$ cat src/rtl/hazard_forward_ctrl.sv
// Load-use hazard detection and EX operand forward-select generation for a 5-stage RV32I pipeline.
// Tracks in-flight destinations in its own EX/MEM shadow slots and registers the forward selects.
module hazard_forward_ctrl #(
  parameter int REG_W = 5,
  parameter int CNT_W = 16
) (
  input  logic             clk_i,
  input  logic             rst_i,
  input  logic             id_valid_i,
  input  logic [REG_W-1:0] id_rs1_i,
  input  logic [REG_W-1:0] id_rs2_i,
  input  logic [REG_W-1:0] id_rd_i,
  input  logic             id_regwrite_i,
  input  logic             id_memread_i,
  input  logic             flush_i,
  output logic [1:0]       fwd_a_o,
  output logic [1:0]       fwd_b_o,
  output logic             stall_o,
  output logic [CNT_W-1:0] stall_count_o
);

  typedef struct packed {
    logic             valid;
    logic [REG_W-1:0] rd;
    logic             regwrite;
    logic             memread;
  } slot_t;

  localparam logic [1:0] FWD_NONE = 2'b00;
  localparam logic [1:0] FWD_MEM  = 2'b01;
  localparam logic [1:0] FWD_EX   = 2'b10;

  // The WB slot is not shadowed: the register file is write-through, so a
  // producer in WB never needs a forward and its state would have no reader.
  slot_t            ex_q, ex_d, mem_q;
  logic [1:0]       fwd_a_q, fwd_a_d, fwd_b_q, fwd_b_d;
  logic [CNT_W-1:0] cnt_q, cnt_d;
  logic             stall;

  function automatic logic match(input slot_t s, input logic [REG_W-1:0] r);
    return s.valid & s.regwrite & (s.rd != '0) & (s.rd == r);
  endfunction

  function automatic logic [1:0] sel(input slot_t ex, input slot_t mem,
                                     input logic [REG_W-1:0] r);
    if (match(ex, r))       return FWD_EX;
    else if (match(mem, r)) return FWD_MEM;
    else                    return FWD_NONE;
  endfunction

  assign stall = id_valid_i & ex_q.valid & ex_q.memread &
                 (match(ex_q, id_rs1_i) | match(ex_q, id_rs2_i)) & ~flush_i;

  always_comb begin
    ex_d    = '0;
    fwd_a_d = FWD_NONE;
    fwd_b_d = FWD_NONE;
    cnt_d   = cnt_q;
    if (flush_i) begin
      ex_d = '0;
    end else if (stall) begin
      if (cnt_q != '1) cnt_d = cnt_q + 1'b1;
    end else if (id_valid_i) begin
      ex_d    = '{valid: 1'b1, rd: id_rd_i, regwrite: id_regwrite_i, memread: id_memread_i};
      fwd_a_d = sel(ex_q, mem_q, id_rs1_i);
      fwd_b_d = sel(ex_q, mem_q, id_rs2_i);
    end
  end

  always_ff @(posedge clk_i or posedge rst_i) begin
    if (rst_i) begin
      ex_q    <= '0;
      mem_q   <= '0;
      fwd_a_q <= FWD_NONE;
      fwd_b_q <= FWD_NONE;
      cnt_q   <= '0;
    end else begin
      mem_q   <= ex_q;
      ex_q    <= ex_d;
      fwd_a_q <= fwd_a_d;
      fwd_b_q <= fwd_b_d;
      cnt_q   <= cnt_d;
    end
  end

  assign fwd_a_o       = fwd_a_q;
  assign fwd_b_o       = fwd_b_q;
  assign stall_o       = stall;
  assign stall_count_o = cnt_q;

endmodule

$ cat config.mk
export PLATFORM = sky130hd
export DESIGN_NAME = hazard_forward_ctrl
export DESIGN_NICKNAME = d
export VERILOG_FILES = /design/src/rtl/hazard_forward_ctrl.sv
export SDC_FILE = /design/constraint.sdc
export NUM_CORES = 1
export LEC_CHECK = 0
export ABC_AREA = 0
export CAP_MARGIN = 20
export CORE_AREA = 2 2 62 64
export DETAILED_ROUTE_END_ITERATION = 10
export DIE_AREA = 0 0 64 66
export DONT_BUFFER_PORTS = 1
export GPL_TIMING_DRIVEN = 0
export RECOVER_POWER = 100
export REMOVE_ABC_BUFFERS = 1
export SLEW_MARGIN = 15
export SYNTH_ARGS = -nofsm -noshare
export SYNTH_HDL_FRONTEND = slang
export SYNTH_SLANG_ARGS = --single-unit
$ cat constraint.sdc
create_clock -name clk_i -period 2.3 [get_ports clk_i]
set_input_delay 0.46 -clock clk_i [delete_from_list [all_inputs] [get_ports clk_i]]
set_output_delay 0.46 -clock clk_i [all_outputs]
set_load 0.01 [all_outputs]
**Word level (Yosys, flattened, before mapping)**

Index checks and enable logic that the tools add are counted.

- Add/subtract/negate cells: 1
- Eq/ne operators: 5
- Mux-type cells: 13
- Bitwise gates (word level): 14
- Reduce and logical (&&, ||, !) cells: 3

Operator list:

| operator | count |
|---|---|
| 8-bit 2-to-1 mux | 3 |
| 5-bit equality test | 4 |
| 16-bit by 1-bit adder with 16-bit output (second input constant) | 1 |
| 2-bit 2-to-1 mux | 8 |
| 16-bit != test (second input constant) | 1 |
| 1-bit bitwise AND | 12 |
| 5-bit nonzero test | 2 |
| 3-bit AND reduction | 1 |
| 1-bit 2-to-1 mux | 2 |
| 1-bit NOT | 1 |
| 1-bit OR | 1 |

- Register bits: 35
- Bits of input ports: 21
- Word-level logic and storage cells: 46

**Logic depth before layout (Yosys ltp)**

Gate-level depths: netlist (run 1).

- Depth after elaboration: 8
- Mapped depth: 6
- Gate-level depth less buffers: 6

**Worst setup path after synthesis (run 1)**

OpenSTA, ideal clock, no wires.

- Kind: reg2out
- Start: register ex_q[3] in the netlist's numbering
- End: output stall_o
- Data arrival time: 1.393 ns
- Required time: 1.840 ns
- Path slack: 0.447 ns
- Cell stages (with the launch flop): 5
- Path buffers: 0
- Cells stage by stage: dfrtp_1 or4_4 o211a_4 nand3_4 a21oi_2

- Word-level cells in the longest chain between the ends: 6
- Elaborated cells on any way between the ends: 9

RTL lines:

| item | line | source |
|---|---|---|
| from (decl) | 35 | `slot_t ex_q, ex_d, mem_q;` |
| from (signal assigned) | 72 | `ex_q <= '0;` |
| from (signal assigned) | 79 | `ex_q <= ex_d;` |
| 5-bit nonzero test | 41 | `return s.valid & s.regwrite & (s.rd != '0) & (s.rd == r);` |
| 1-bit bitwise AND (2 in a row) | 41 |  |
| 1-bit OR (*) | 52 | `(match(ex_q, id_rs1_i) \| match(ex_q, id_rs2_i)) & ~flush_i;` |
| 1-bit bitwise AND (*) | 51 | `assign stall = id_valid_i & ex_q.valid & ex_q.memread &` |
| 1-bit bitwise AND (*) | 52 |  |
| to (decl) | 18 | `output logic stall_o,` |

Mark *: on every way between the ends. The rest lies on a longest branch, timed or not.

**Worst setup path in the final report (run 1)**

Same ends and word-level chain as after synthesis.

==> results of run 1 <==
metrics by stage:
step / TNS [ns] / hold slack [ns]
after global placement: 0 / 0.404
after CTS: 0 / 0.125
final: 0 / 0.249
after floorplan: 0 / 0.393
after global routing: -0.00716 / 0.211
after detailed placement: 0 / 0.415
logic make-up (layout without fill, tap and decap cells):
family / Yosys count / after routing / share of synthesized area
compound gates: 12 / 12 / 0.0721
xor+xnor: 35 / 35 / 0.180
flops: 35 / 35 / 0.515
simple gates: 53 / 53 / 0.212
buf+inv: 2 / 14 / 0.00442
mux: 1 / 1 / 0.00883
fa+ha+maj: 1 / 1 / 0.00736
area by class of cell:
class | instances | share of cell area
well taps | 48 | 0.0317
flip-flops and latches | 35 | 0.463
clock inverters | 2 | 0.0185
inverters | 2 | 0.00397
clock buffers | 6 | 0.0271
repair buffers | 4 | 0.0159
multi-input cells | 102 | 0.440
cell usage after synthesis (3+ instances only):
cell type and instances:
a21oi_1 3, and2_1 9, and3_1 3, dfrtp_1 35
nand2_1 4, nand3_1 12, nand4_1 7, nor4_1 5
xnor2_1 21, xor2_1 14
flip-flops by register name, summed over array words and instances, names as in the netlist:
name	flops
stall_count_o	16
ex_q	8
mem_q	7
fwd_a_o	2
fwd_b_o	2
repair_timing:
| item | 4_1_cts | 5_1_grt |
|---|---|---|
| pin swaps | 0 | 1 |
| resized for setup | 0 | 2 |
| endpoints found under the setup margin | 1 | 1 |
| buffers inserted | 1 | 3 |
power by group through the flow:
stage          combinational (W)  clock [W]  sequential (W)
2_1_floorplan          0.0000577          0        0.000647
3_3_place_gp           0.0000662          0        0.000649
3_5_place_dp           0.0000681          0        0.000650
4_1_cts                0.0000696   0.000466        0.000637
5_1_grt                0.0000794   0.000499        0.000639
6_report               0.0000707   0.000451        0.000637
layer usage:
metal / routed length [microns] / vias to the layer above / GRT usage
met5: 0 / - / 0
met4: 49 / 0 / 0.0652
met3: 293 / 5 / 0.0903
met2: 1520 / 34 / 0.257
met1: 1240 / 534 / 0.192
li1: - / 514 / -
final timing paths:
path	to	slack, ns	cells after the start
worst min-delay path	ex_q[2]	0.25	1
max in group asynchronous	stall_count_o[7]	1.19	1
worst max register to register	stall_count_o[4]	0.28	6
worst min register to register	mem_q[1]	0.44	0
min in group asynchronous	stall_count_o[0]	0.36	1
worst max-delay path	stall_o	0.08	4
cells in the final DEF, fill, tap and decap left out, types with 2 or more instances in the layout:
cell / instances
inv_1: 2
and2_1: 9
and3_1: 3
dfrtp_1: 35
a21oi_1: 3
o211ai_1: 2
o21ai_0: 2
nand3_4: 3
xor2_1: 14
clkbuf_4: 5
nand3_1: 12
nand2_1: 4
buf_4: 4
nor4_1: 5
nand4_1: 7
and4_1: 2
xnor2_1: 21
worst max-delay path, cell delays in order (launching register included):
cell and delay, ns:
dfrtp_1 0.42, or4_4 0.56, o211a_4 0.27, nand3_4 0.12
a21oi_4 0.07
==> results.yml, run 1 <==
cells_and_area:
  ff_latch_area_sq_um: 876
  final_area_sq_mm: 0.00189
  area_growth_pct: 11.3
  multi_input_area_sq_um: 832
  n_antenna_cell: 0
  fin_cells: 199
  nets: 172
  final.fill_count: 314
  utilization: 0.533
  drive_gt1_frac: 0.159
synthesis:
  async_flop_share: 1.00
  synth_area_leaders: "dfrtp_1 (52%), xnor2_1 (11%), xor2_1 (7.2%)"
  synth_edf_count: 0
  ys_warn_count: 0
  ys_seq_elements: 35
  syn_avg_cell_area_sq_um: 12.2
  synth.top_cell.area_share: 0.515
  ys_dominant_reg_cell: "dfrtp_1"
  yosysTopAreaCell: "dfrtp_1"
  syn-cell-area_sq_mm: 0.00170
  ys_types: 31
  yosysSeqAreaShare: 0.515
  syn_inst: 139
critical_path:
  r2r-start: "ex_q[5]"
  worst_setup_path_end_kind: "primary output"
  worst_ep_arrival_time_ns: 1.76
  crit_fanout: 4
  worstSetupStartpointType: "flop"
  setup.worst_path.class: "flop to primary output"
  worstPathRequired_ns: 1.84
  startpoint: "ex_q[3]"
min_path:
  hp-class: "input pin to flop"
  worstHoldStart: "id_rd_i[0]"
grt:
  grt_pass1_vias: 1057
  grt_pass1_wl_mm: 5.13
  antenna_found_initial: 0
  grt_util_all_layers: 0.166
  grt-ovfl-total: 0
  grt_max_degree: 36
die:
  initial_utilization: 0.479
  fp-row-count: 22
  ios: 42
  die_height_microns: 66
  dieArea_sq_mm: 0.00422
  coreArea_sq_mm: 0.00355
  die_x_microns: 64
cts:
  tritoncts: "yes"
  htree_levels: 2
  hold_buffers: 0
  clock_latency_ns: 0.33
  cts.sinks: 35
  clk_pin_slew_ns: 0.10
  cts_buffers: 5
  cts-root-buf: "clkbuf_4"
  clockBufferDepth: 2
placement:
  hpwl_mm: 2.40
  placed_cells: 187
  io_buffers: 0
  placed_area_sq_mm: 0.00176
  post-place-ws_ns: 0.276
  globalplace.congestion: 0.793
detailed_routing:
  wl_per_cell_microns: 15.6
  drtAntennaViolNets: 0
  drtIter0Drc: 15
  via_per_inst: 5.46
  vias: 1087
  drc: 0
  drt-total-wl_mm: 3.10
  dr.pass1.iters: 4
pwr:
  ir_worst_vdd_uv: 356
  clkPwrFrac: 0.389
  comb_power_share: 0.061
  powerDensity_mw_per_mm2: 612
  p_sw_w: 0.000247
  leakage_nw: 0.823
  p_int_w: 0.000912
  swShare: 0.213
  seqPwrFrac: 0.550
  finalPower_w: 0.00116
sta:
  report.final.slew_viol_count: 0
  min_period_ns: 2.22
  max_clock_freq_ghz: 0.450
  finalSetupViolCount: 0
  maxSlewHeadroom: 0.155
  rsz0062_at_grt: "true"
  post-route-period-util: 0.967
  layout_setup_ws_ns: 0.0768
  finalClockSkew_ns: 0.00693
  worst_pin_slew_ns: 1.27
  finalHoldViolCount: 0
run_status:
  outcome: "completed"
flow_run:
  max_cap_violations: 0
No activity file was read; power rests on OpenSTA's default activity.
==> run 2: changes to the inputs <==
--- a/config.mk
+++ b/config.mk
@@ -7,9 +7,9 @@
 export LEC_CHECK = 0
 export ABC_AREA = 0
 export CAP_MARGIN = 20
-export CORE_AREA = 2 2 62 64
+export CORE_AREA = 2 2 73 75
 export DETAILED_ROUTE_END_ITERATION = 10
-export DIE_AREA = 0 0 64 66
+export DIE_AREA = 0 0 75 77
 export DONT_BUFFER_PORTS = 1
 export GPL_TIMING_DRIVEN = 0
 export RECOVER_POWER = 100
==> run 2 against run 1 <==
Register-to-register slack got worse by 0.10 ns. Non-clock buffer count is 4 lower. Sequential cell count unchanged. Utilization shrank 15 points. Clock-buffer cell count grew 2. Global-route usage shrank 3.3 points. Highest routed layer unchanged. Clock power rose by 6.0%. Final area decreased by 0.40%. Power up 2.1%.
==> results.yml, run 2 (synthesis results as in run 1) <==
die:
  die_x_microns: 75
  ios: 42
  fp-row-count: 26
  initial_utilization: 0.342
  die_height_microns: 77
  coreArea_sq_mm: 0.00498
  dieArea_sq_mm: 0.00578
cells_and_area:
  n_antenna_cell: 0
  utilization: 0.379
  ff_latch_area_sq_um: 876
  layout_commonest_cell: "dfrtp_1"
  nets: 168
  final.fill_count: 490
  area_growth_pct: 10.8
  largest_register_ffs: 16
  fin_cells: 217
  multi_input_area_sq_um: 813
  layout_common_cells: "dfrtp_1 (35), xnor2_1 (21), xor2_1 (14)"
  drive_gt1_frac: 0.116
cts:
  clockBufferDepth: 2
  htree_levels: 2
  clk_pin_slew_ns: 0.07
  clock_latency_ns: 0.28
  postCtsSetupBuffers: 0
  cts_buffers: 5
  cts-root-buf: "clkbuf_8"
  cts.sinks: 35
  tritoncts: "yes"
pwr:
  swShare: 0.217
  leakage_nw: 0.800
  p_int_w: 0.000926
  comb_power_share: 0.056
  p_sw_w: 0.000257
  powerDensity_mw_per_mm2: 628
  clkPwrFrac: 0.404
  ir_worst_vdd_uv: 329
  seqPwrFrac: 0.540
sta:
  maxSlewHeadroom: 0.126
  max_clock_freq_ghz: 0.453
  finalClockSkew_ns: 0.00155
  post-route-period-util: 0.960
  setup_tns_ns: 0
  rsz0062_at_grt: "false"
  worst_pin_slew_ns: 1.31
  min_period_ns: 2.21
  finalSetupViolCount: 0
  report.final.slew_viol_count: 0
  finalHoldViolCount: 0
  layout_setup_ws_ns: 0.0910
detailed_routing:
  drc: 0
  drt-total-wl_mm: 3.44
  drtAntennaViolNets: 0
  dr.pass1.iters: 4
  wl_per_cell_microns: 15.9
  drtIter0Drc: 74
  vias: 1119
  via_per_inst: 5.16
critical_path:
  path_delay_family: "simple AND/OR/NAND/NOR gates"
  cp_num_buf_inv: 0
  crit_chain: "or4_4, o211a_4, nand3_4, a21oi_4"
  crit_path_top_delay_cell: "or4_4"
  worst_setup_path_end_kind: "primary output"
  reg2reg_slack_ns: 0.18
  worstSetupStartpointType: "flop"
  crit_fanout: 4
  worst_ep_arrival_time_ns: 1.75
  worstPathRequired_ns: 1.84
  cp_slowest_stage_delay_ns: 0.56
  setup.worst_path.class: "flop to primary output"
placement:
  placed_cells: 209
  hpwl_mm: 2.61
  post-place-ws_ns: 0.211
  globalplace.congestion: 0.870
  io_buffers: 0
run_status:
  outcome: "completed"
min_path:
  hp-class: "input pin to flop"
grt:
  grt_util_all_layers: 0.133
  grt_pass1_vias: 1187
  antenna_found_initial: 0
  grt_max_degree: 36
  grt-ovfl-total: 0
  grt_pass1_wl_mm: 5.80
flow_run:
  max_cap_violations: 0
-- run 2: worst paths after layout --
check | startpoint | end | cells past startpoint
setup / recovery | ex_q[3] | stall_o | 4
hold / removal | id_rd_i[1] | ex_q[3] | 1
setup reg to reg | ex_q[2] | stall_count_o[1] | 5
hold reg to reg | ex_q[7] | mem_q[7] | 0
max in group asynchronous | rst_i | stall_count_o[6] | 1
min in group asynchronous | rst_i | ex_q[6] | 1
-- run 2: per-stage QoR --
| step | hold slack, ns | cell area (sq um) | total power, W |
|---|---|---|---|
| final | 0.308 | 1880 | 0.00118 |
| after global routing | 0.293 | 1880 | 0.00123 |
| after CTS | 0.206 | 1890 | 0.00121 |
| after detailed placement | 0.419 | 1790 | 0.000720 |
| after global placement | 0.400 | 1790 | 0.000715 |
| after floorplan | 0.393 | 1700 | 0.000705 |
-- run 2: layer usage --
layer / track usage / part of all wire / up-vias
met2: 0.206 / 0.50 / 48
li1: - / - / 508
met4: 0.0554 / 0.028 / 0
met3: 0.0604 / 0.085 / 11
met1: 0.156 / 0.39 / 552
met5: 0 / 0 / -
-- run 2: timing repair --
item,in CTS,in global routing
gates resized for setup,0,1
endpoints found under the setup margin,0,1
hold buffers,0,0
-- run 2: worst register-to-register path, cell delays in order (launching register included) --
cell	delay (ns)
dfrtp_1	0.45
xor2_1	0.20
nor3_2	0.22
nand3_2	0.27
a211oi_4	0.51
mux2_1	0.36
-- run 2: area by class of cell --
| class | instances | area share |
|---|---|---|
| tap | 70 | 0.0465 |
| sequential | 35 | 0.465 |
| clock buffer | 8 | 0.0531 |
| inverter | 2 | 0.00398 |
| multi-input combinational | 102 | 0.432 |
-- run 2: power by group through the flow --
stage / Combinational, W / Sequential, W / Clock [W]
2_1_floorplan: 0.0000577 / 0.000647 / 0
3_3_place_gp: 0.0000661 / 0.000649 / 0
5_1_grt: 0.0000740 / 0.000640 / 0.000521
4_1_cts: 0.0000697 / 0.000638 / 0.000498
3_5_place_dp: 0.0000695 / 0.000650 / 0
6_report: 0.0000665 / 0.000639 / 0.000478
